--- src/rtl/mem_arbiter_if.sv ---
// rtl/mem_arbiter_if.sv - requester and memory-side signal bundle for mem_arbiter
// slave = arbiter side, master = requesters plus memory environment.
interface mem_arbiter_if;
   logic        i_req_i;
   logic        i_we_i;
   logic [3:0]  i_be_i;
   logic [31:0] i_addr_i;
   logic [31:0] i_wdata_i;
   logic [31:0] i_rdata_o;
   logic        i_ready_o;

   logic        d_req_i;
   logic        d_we_i;
   logic [3:0]  d_be_i;
   logic [31:0] d_addr_i;
   logic [31:0] d_wdata_i;
   logic [31:0] d_rdata_o;
   logic        d_ready_o;

   logic        mem_req_o;
   logic        mem_we_o;
   logic [3:0]  mem_be_o;
   logic [31:0] mem_addr_o;
   logic [31:0] mem_wdata_o;
   logic [31:0] mem_rdata_i;
   logic        mem_ready_i;

   logic        busy_o;

   modport slave (
      input  i_req_i, i_we_i, i_be_i, i_addr_i, i_wdata_i,
      output i_rdata_o, i_ready_o,
      input  d_req_i, d_we_i, d_be_i, d_addr_i, d_wdata_i,
      output d_rdata_o, d_ready_o,
      output mem_req_o, mem_we_o, mem_be_o, mem_addr_o, mem_wdata_o,
      input  mem_rdata_i, mem_ready_i,
      output busy_o
   );

   modport master (
      output i_req_i, i_we_i, i_be_i, i_addr_i, i_wdata_i,
      input  i_rdata_o, i_ready_o,
      output d_req_i, d_we_i, d_be_i, d_addr_i, d_wdata_i,
      input  d_rdata_o, d_ready_o,
      input  mem_req_o, mem_we_o, mem_be_o, mem_addr_o, mem_wdata_o,
      output mem_rdata_i, mem_ready_i,
      input  busy_o
   );
endinterface

--- src/rtl/mem_arbiter.sv ---
// rtl/mem_arbiter.sv - two-port (instruction/data) arbiter onto one memory port, IDLE/ISSUE/RESP
// Optional ARB_ROUND_ROBIN_EN: alternate ties; otherwise the data port wins ties.
module mem_arbiter (
   input logic          clk_i,
   input logic          rst_ni,
   mem_arbiter_if.slave bus
);
   typedef enum logic [1:0] {IDLE, ISSUE, RESP} state_t;

   state_t      state;
   logic        gnt_d;
   logic        busy_q;
   logic        mem_req_q;
   logic        mem_we_q;
   logic [3:0]  mem_be_q;
   logic [31:0] mem_addr_q;
   logic [31:0] mem_wdata_q;
   logic        i_ready_q;
   logic        d_ready_q;
   logic        i_rd_q;
   logic        d_rd_q;
   logic        win_d;

`ifdef ARB_ROUND_ROBIN_EN
   logic prio_d;
   assign win_d = bus.d_req_i & (~bus.i_req_i | prio_d);
`else
   assign win_d = bus.d_req_i;
`endif

   always_ff @(posedge clk_i) begin
      if (!rst_ni) begin
         state       <= IDLE;
         gnt_d       <= 1'b0;
         busy_q      <= 1'b0;
         mem_req_q   <= 1'b0;
         mem_we_q    <= 1'b0;
         mem_be_q    <= 4'b0;
         mem_addr_q  <= 32'b0;
         mem_wdata_q <= 32'b0;
         i_ready_q   <= 1'b0;
         d_ready_q   <= 1'b0;
         i_rd_q      <= 1'b0;
         d_rd_q      <= 1'b0;
`ifdef ARB_ROUND_ROBIN_EN
         prio_d      <= 1'b1;
`endif
      end else begin
         i_ready_q <= 1'b0;
         d_ready_q <= 1'b0;
         i_rd_q    <= 1'b0;
         d_rd_q    <= 1'b0;
         case (state)
            IDLE: begin
               if (bus.i_req_i || bus.d_req_i) begin
                  state       <= ISSUE;
                  busy_q      <= 1'b1;
                  mem_req_q   <= 1'b1;
                  gnt_d       <= win_d;
                  mem_we_q    <= win_d ? bus.d_we_i    : bus.i_we_i;
                  mem_be_q    <= win_d ? bus.d_be_i    : bus.i_be_i;
                  mem_addr_q  <= win_d ? bus.d_addr_i  : bus.i_addr_i;
                  mem_wdata_q <= win_d ? bus.d_wdata_i : bus.i_wdata_i;
               end
            end
            ISSUE: begin
               if (bus.mem_ready_i) begin
                  state     <= RESP;
                  mem_req_q <= 1'b0;
                  d_ready_q <= gnt_d;
                  i_ready_q <= ~gnt_d;
                  // read-data steering flags line up with the memory's one-cycle read latency
                  d_rd_q    <= gnt_d & ~mem_we_q;
                  i_rd_q    <= ~gnt_d & ~mem_we_q;
`ifdef ARB_ROUND_ROBIN_EN
                  prio_d    <= ~gnt_d;
`endif
               end
            end
            RESP: begin
               state       <= IDLE;
               busy_q      <= 1'b0;
               gnt_d       <= 1'b0;
               mem_we_q    <= 1'b0;
               mem_be_q    <= 4'b0;
               mem_addr_q  <= 32'b0;
               mem_wdata_q <= 32'b0;
            end
            default: begin
               state <= IDLE;
            end
         endcase
      end
   end

   assign bus.busy_o      = busy_q;
   assign bus.mem_req_o   = mem_req_q;
   assign bus.mem_we_o    = mem_we_q;
   assign bus.mem_be_o    = mem_be_q;
   assign bus.mem_addr_o  = mem_addr_q;
   assign bus.mem_wdata_o = mem_wdata_q;
   assign bus.i_ready_o   = i_ready_q;
   assign bus.d_ready_o   = d_ready_q;
   assign bus.i_rdata_o   = i_rd_q ? bus.mem_rdata_i : 32'b0;
   assign bus.d_rdata_o   = d_rd_q ? bus.mem_rdata_i : 32'b0;
endmodule

--- src/flat_wrapper.sv ---
// flat-port wrapper written by rule: the top's interface ports become plain ports
module mem_arbiter_flat 
  (clk_i, rst_ni, bus_i_req_i, bus_i_we_i, bus_i_be_i, bus_i_addr_i, bus_i_wdata_i, bus_i_rdata_o, bus_i_ready_o, bus_d_req_i, bus_d_we_i, bus_d_be_i, bus_d_addr_i, bus_d_wdata_i, bus_d_rdata_o, bus_d_ready_o, bus_mem_req_o, bus_mem_we_o, bus_mem_be_o, bus_mem_addr_o, bus_mem_wdata_o, bus_mem_rdata_i, bus_mem_ready_i, bus_busy_o);
  mem_arbiter_if bus_i ();
  input logic clk_i;
  input logic rst_ni;
  input wire logic [$bits(bus_i.i_req_i)-1:0] bus_i_req_i;
  input wire logic [$bits(bus_i.i_we_i)-1:0] bus_i_we_i;
  input wire logic [$bits(bus_i.i_be_i)-1:0] bus_i_be_i;
  input wire logic [$bits(bus_i.i_addr_i)-1:0] bus_i_addr_i;
  input wire logic [$bits(bus_i.i_wdata_i)-1:0] bus_i_wdata_i;
  output wire logic [$bits(bus_i.i_rdata_o)-1:0] bus_i_rdata_o;
  output wire logic [$bits(bus_i.i_ready_o)-1:0] bus_i_ready_o;
  input wire logic [$bits(bus_i.d_req_i)-1:0] bus_d_req_i;
  input wire logic [$bits(bus_i.d_we_i)-1:0] bus_d_we_i;
  input wire logic [$bits(bus_i.d_be_i)-1:0] bus_d_be_i;
  input wire logic [$bits(bus_i.d_addr_i)-1:0] bus_d_addr_i;
  input wire logic [$bits(bus_i.d_wdata_i)-1:0] bus_d_wdata_i;
  output wire logic [$bits(bus_i.d_rdata_o)-1:0] bus_d_rdata_o;
  output wire logic [$bits(bus_i.d_ready_o)-1:0] bus_d_ready_o;
  output wire logic [$bits(bus_i.mem_req_o)-1:0] bus_mem_req_o;
  output wire logic [$bits(bus_i.mem_we_o)-1:0] bus_mem_we_o;
  output wire logic [$bits(bus_i.mem_be_o)-1:0] bus_mem_be_o;
  output wire logic [$bits(bus_i.mem_addr_o)-1:0] bus_mem_addr_o;
  output wire logic [$bits(bus_i.mem_wdata_o)-1:0] bus_mem_wdata_o;
  input wire logic [$bits(bus_i.mem_rdata_i)-1:0] bus_mem_rdata_i;
  input wire logic [$bits(bus_i.mem_ready_i)-1:0] bus_mem_ready_i;
  output wire logic [$bits(bus_i.busy_o)-1:0] bus_busy_o;
  assign bus_i.i_req_i = bus_i_req_i;
  assign bus_i.i_we_i = bus_i_we_i;
  assign bus_i.i_be_i = bus_i_be_i;
  assign bus_i.i_addr_i = bus_i_addr_i;
  assign bus_i.i_wdata_i = bus_i_wdata_i;
  assign bus_i_rdata_o = bus_i.i_rdata_o;
  assign bus_i_ready_o = bus_i.i_ready_o;
  assign bus_i.d_req_i = bus_d_req_i;
  assign bus_i.d_we_i = bus_d_we_i;
  assign bus_i.d_be_i = bus_d_be_i;
  assign bus_i.d_addr_i = bus_d_addr_i;
  assign bus_i.d_wdata_i = bus_d_wdata_i;
  assign bus_d_rdata_o = bus_i.d_rdata_o;
  assign bus_d_ready_o = bus_i.d_ready_o;
  assign bus_mem_req_o = bus_i.mem_req_o;
  assign bus_mem_we_o = bus_i.mem_we_o;
  assign bus_mem_be_o = bus_i.mem_be_o;
  assign bus_mem_addr_o = bus_i.mem_addr_o;
  assign bus_mem_wdata_o = bus_i.mem_wdata_o;
  assign bus_i.mem_rdata_i = bus_mem_rdata_i;
  assign bus_i.mem_ready_i = bus_mem_ready_i;
  assign bus_busy_o = bus_i.busy_o;
  mem_arbiter u_core (.clk_i(clk_i), .rst_ni(rst_ni), .bus(bus_i));
endmodule
--- config.mk ---
export PLATFORM = sky130hd
export DESIGN_NAME = mem_arbiter_flat
export DESIGN_NICKNAME = d
export VERILOG_FILES = /design/src/rtl/mem_arbiter_if.sv /design/src/rtl/mem_arbiter.sv /design/src/flat_wrapper.sv
export SDC_FILE = /design/constraint.sdc
export NUM_CORES = 1
export LEC_CHECK = 0
export CAP_MARGIN = 10
export CORE_AREA = 3 3 122 124
export DETAILED_ROUTE_END_ITERATION = 7
export DIE_AREA = 0 0 125 127
export GPL_TIMING_DRIVEN = 1
export PLACE_DENSITY = 0.71
export SKIP_LAST_GASP = 1
export SLEW_MARGIN = 15
export SYNTH_ARGS = -nofsm -noshare
export SYNTH_HDL_FRONTEND = slang
export SYNTH_SLANG_ARGS = --single-unit
--- constraint.sdc ---
create_clock -name clk_i -period 1.3 [get_ports clk_i]
set_clock_uncertainty 0.05 [all_clocks]
set_input_delay 0.195 -clock clk_i [delete_from_list [all_inputs] [get_ports clk_i]]
set_output_delay 0.195 -clock clk_i [all_outputs]
set_load 0.02 [all_outputs]
==> Word level (Yosys, flattened, before mapping) <==
Index checks and enable logic that the tools add are counted.
{ "totals": {"reg_bits": 78, "in_bits": 175, "output_inout_bits": 137, "word_cells": 51} }
{ "op_classes": {"eq_ne": 4, "muxes": 23, "bitwise": 4, "reduce_logical": 8} }
{ "ops": {"columns": ["op", "count"], "rows": [
  ["32-bit 2-to-1 mux", 6],
  ["32-bit case mux with 2 select lines", 2],
  ["4-bit 2-to-1 mux", 2],
  ["1-bit case mux with 2 select lines", 4],
  ["4-bit case mux with 2 select lines", 1],
  ["3-bit AND reduction", 2],
  ["1-bit 2-to-1 mux", 5],
  ["2-bit 2-to-1 mux", 2],
  ["2-bit case mux with 2 select lines", 1],
  ["2-bit AND reduction", 2],
  ["2-bit nonzero test", 2],
  ["1-bit bitwise AND", 2],
  ["2-bit by 1-bit == test with 1-bit output (second input constant)", 1],
  ["2-bit == test (second input constant)", 1],
  ["2-bit zero test", 1],
  ["2-bit by 1-bit != test with 1-bit output (second input constant)", 1],
  ["2-bit != test (second input constant)", 1],
  ["1-bit NOT", 2],
  ["1-bit logical OR", 1]
]} }

==> Logic depth before layout (Yosys ltp) <==
Gate-level depths: netlist of the first run.
{ "logic_depth": {"depth_word": 3, "ltp_mapped": 6} }

==> Worst setup path after synthesis of the first run <==
Ideal clock, no wire load.
{ "synth_path": {"kind": "flip-flop to flip-flop", "start": "reg u_core.state[1]", "end": "reg u_core.mem_addr_q[22] (netlist: u_core.bus.mem_addr_o[22])", "setup_time_ps": 68, "arrival_time_ps": 1296, "path_slack_ps": -114, "stages_incl_launch_ff": 6, "path_buffers": 2, "synth_period_minus_slack_ps": 1414, "cell_sequence": "dfxtp_1 > or3_4 > a21oi_2 > buf_4 > buf_6 > o2bb2ai_2"} }
{ "synth_via": {"elab_chain_len": 3} }
{ "synth_rtl": {"columns": ["element", "line", "text"], "rows": [
  ["start, declared", "mem_arbiter.sv:10", "state_t state;"],
  ["start signal, assigned", "mem_arbiter.sv:33", "state <= IDLE;"],
  ["start signal, assigned", "mem_arbiter.sv:56", "state <= ISSUE;"],
  ["start signal, assigned", "mem_arbiter.sv:68", "state <= RESP;"],
  ["2-bit == test / 2-bit zero test (equally long branches)", "mem_arbiter.sv:53", "case (state)"],
  ["2-bit nonzero test (no line) / 2-bit by 1-bit != test with 1-bit output (equally long branches)", null, null],
  ["2-bit AND reduction (no line)", null, null],
  ["end signal, assigned", "mem_arbiter.sv:62", "mem_addr_q <= win_d ? bus.d_addr_i : bus.i_addr_i;"],
  ["end, declared", "mem_arbiter.sv:16", "logic [31:0] mem_addr_q;"]
]} }
Several ways; a longest one is shown, not always the timed one.
A chain may end at the register's enable or synchronous reset.

==> Worst setup path after layout of the first run <==
{ "layout_path": {"start": "reg u_core.d_rd_q", "end": "out bus_d_rdata_o[2]"} }
{ "layout_via": {"elab_chain_len": 1} }
{ "layout_rtl": {"columns": ["element", "line", "text"], "rows": [
  ["start, declared", "mem_arbiter.sv:21", "logic d_rd_q;"],
  ["start signal, assigned", "mem_arbiter.sv:73", "d_rd_q <= gnt_d & ~mem_we_q;"],
  ["32-bit 2-to-1 mux", "mem_arbiter.sv:105", "assign bus.d_rdata_o = d_rd_q ? bus.mem_rdata_i : 32'b0;"],
  ["end, declared", "flat_wrapper.sv:19", "output wire logic [$bits(bus_i.d_rdata_o)-1:0] bus_d_rdata_o;"]
]} }
No other way between the ends.

==> results of run 1 <==
-- state kept, by name, indices dropped and copies added, names as in the netlist --
name and count:
u_core.bus.busy_o 1, u_core.state 2, u_core.gnt_d 1, u_core.bus.i_ready_o 1, u_core.bus.d_ready_o 1, u_core.bus.mem_addr_o 32
u_core.bus.mem_we_o 1, u_core.i_rd_q 1, u_core.d_rd_q 1, u_core.bus.mem_req_o 1, u_core.bus.mem_be_o 4, u_core.bus.mem_wdata_o 32
-- logic make-up after synthesis --
group / share of synthesized area
compound gates: 0.220
simple gates: 0.135
flops: 0.416
mux: 0.182
buf+inv: 0.0464
-- layer usage --
metal | track usage | vias up
met5 | 0 | -
met4 | 0.0663 | 0
met3 | 0.0539 | 24
met2 | 0.394 | 212
met1 | 0.217 | 1998
li1 | - | 2071
-- area by class of cell --
cell class	count	area (um2)
well taps	180	225
fillers	1093	5130
clock inverters	5	42.5
multi-input cells	257	2670
inverters	6	22.5
clock buffers	11	243
diodes	1	2.50
repair buffers	374	3980
flip-flops and latches	78	1570
-- through the flow --
step	setup slack (ns)	util	cell area, um2	power [mW]	setup TNS [ns]
global route	-0.246	0.630	8750	8.17	-21.08
floorplan	-0.0197	-	3780	3.75	-0.196
CTS	-0.239	0.587	8150	7.69	-16.12
finish	-0.210	0.630	8750	7.86	-15.62
global placement	-0.496	0.522	7250	5.04	-49.97
detailed placement	-0.493	0.522	7250	5.08	-50.66
-- cell usage in the layout (no fill, tap or decap), types with 3 or more instances in the layout --
master,instances
a21oi_1,12
clkbuf_16,14
buf_12,16
and2_4,65
buf_6,77
buf_4,23
clkbuf_2,30
o2bb2ai_2,36
buf_8,3
inv_1,4
nor2b_1,3
mux2i_1,68
clkdlybuf4s50_1,172
clkdlybuf4s15_1,18
dfxtp_1,75
a21oi_4,14
buf_16,7
a211oi_2,12
a211oi_1,17
dlygate4sd2_1,23
nand2_1,3
clkinv_4,3
a21oi_2,7
-- power breakdown --
part / internal, mW / switching (mW)
clock: 1.36 / 1.03
sequential: 2.63 / 0.202
combinational: 1.41 / 1.22
total: 5.41 / 2.46
-- worst max-delay path, delay by kind of cell (launching register included) --
kind	cells	cell delay [ns]
and+or+nand+nor	1	0.14
DFF	1	0.40
buffers and inverters	3	0.40
-- worst max path at each step --
stage	cells past startpoint	endpoint
2_1_floorplan	6	u_core.bus.mem_addr_o[22]
3_3_place_gp	3	bus_i_rdata_o[30]
3_5_place_dp	3	bus_d_rdata_o[30]
4_1_cts	3	bus_d_rdata_o[12]
5_1_grt	4	bus_d_rdata_o[2]
6_report	4	bus_d_rdata_o[2]
-- timing repair --
item / 4_1_cts / 5_1_grt
setup endpoints to repair: 194 / 186
cloned: 11 / 5
setup buffers: 19 / 6
pin swaps: 39 / 21
resized for setup: 469 / 253
==> flow_summary.ini, run 1 <==
[run_status]
outcome = finished, violations left
violations = negative setup slack

[sta]
hold_viol = 0
max_slew_margin = 0.755
slew_viol_final = 0
fmax_mhz = 662
setup_violations = 130
worst_slew_pin_slew_ns = 0.367
rsz0062_at_grt = true
fin_crit_sh = 1.16
holdWs_ns = 0.404
post-route-min-period_ns = 1.51
setup_ws_ns = -0.210

[hold_path]
hold_path_end = u_core.bus.busy_o
hold_path.startpoint = u_core.bus.busy_o
hold_depth = 2
hold_path_class = flip-flop to flip-flop

[yosys]
ys_types = 27
syn_nets = 550
seq_area_frac_synth = 0.416
synth_enable_flop_cells = 0
ys.flop_type = dfxtp_1
ys_ff_latch = 78
synth_top_area_frac = 0.416
synthMostInstantiatedCell = dfxtp_1
synth_cells = 375
ys_async_sr_fraction = 0
syn-cell-area_um2 = 3750
synthTopCellsByCount = dfxtp_1 (78), mux2i_1 (68), and2_1 (67), a21oi_1 (32)
synth.top_cells.by_area = dfxtp_1 (42%), mux2i_1 (18%), and2_1 (11%)
synth_top_area_cell = dfxtp_1
yosysWarnings = 0
avgSynthCellArea_um2 = 10.0

[drt]
wire_per_inst_um = 19.7
wl_met1_mm = 6.55
wl_met3_mm = 1.18
viasPerCell = 4.72
vias = 4305
routed_wl_mm = 18.0
drc_errors = 0
drtAntennaViolNets = 0
drt_iter0_drc = 79
firstDrtPassIters = 4
highest_layer = met4
routed-wl-met2_mm = 9.92

[cts]
hold_buffers = 0
cts_inserted_buffers = 9
cts_tree = built
clockBufferDepth = 2
cts-root-buf = clkbuf_16
path_clk_slew_ns = 0.07
h-tree-depth = 3
insertion_delay_ns = 0.33
cts_sinks = 78

[floorplanning]
start_util = 0.270
die-area_um2 = 15900
num_io_pins = 312
rows = 43
die_x_um = 125
die_h_um = 127
core-area_um2 = 13900

[global_route]
grt_max_degree = 36
grt_pass1_wl_mm = 25.7
track_usage = 0.205
grt_pass1_vias = 4681
grt-ovfl-total = 0
antenna_found_initial = 1

[setup_path]
worstSetupEndpointType = primary output
path_cells = buf_16, buf_12, and2_4, buf_6
reg2reg_setup_slack_ns = -0.16
critPathLaunch = u_core.d_rd_q
cp_slowest_cell = dfxtp_4
start_kind = flip-flop
critPathRequiredTime_ns = 1.05
crit_type = flip-flop to primary output
reg2reg_to = u_core.bus.mem_addr_o[27]
r2r_start = u_core.state[1]
worstPathArrival_ns = 1.26
worst-path-max-fanout = 6
slowest_delay_ns = 0.40
reg2regPathDepth = 6

[cells_and_area]
drive_gt1_frac = 0.445
fin_nets = 901
syn_to_final_growth_pct = 133
fin_cells = 912

[power_and_ir_drop]
powerDensity_nw_per_um2 = 899
ir_worst_vdd_mv = 0.565
p_leak_nw = 3.78

[place]
dp.cells = 860
gp_congestion = 0.841
hpwl_mm = 12.1
numPortBuffers = 311

[flow_run]
max_cap_viol_count = 0
No activity file was read; power rests on OpenSTA's default activity.
==> run 2, diff against run 1 <==
- GPL_TIMING_DRIVEN: 1 -> not set
==> results of run 2 <==
Final layout, timing and power as in run 1 (identical DEF).
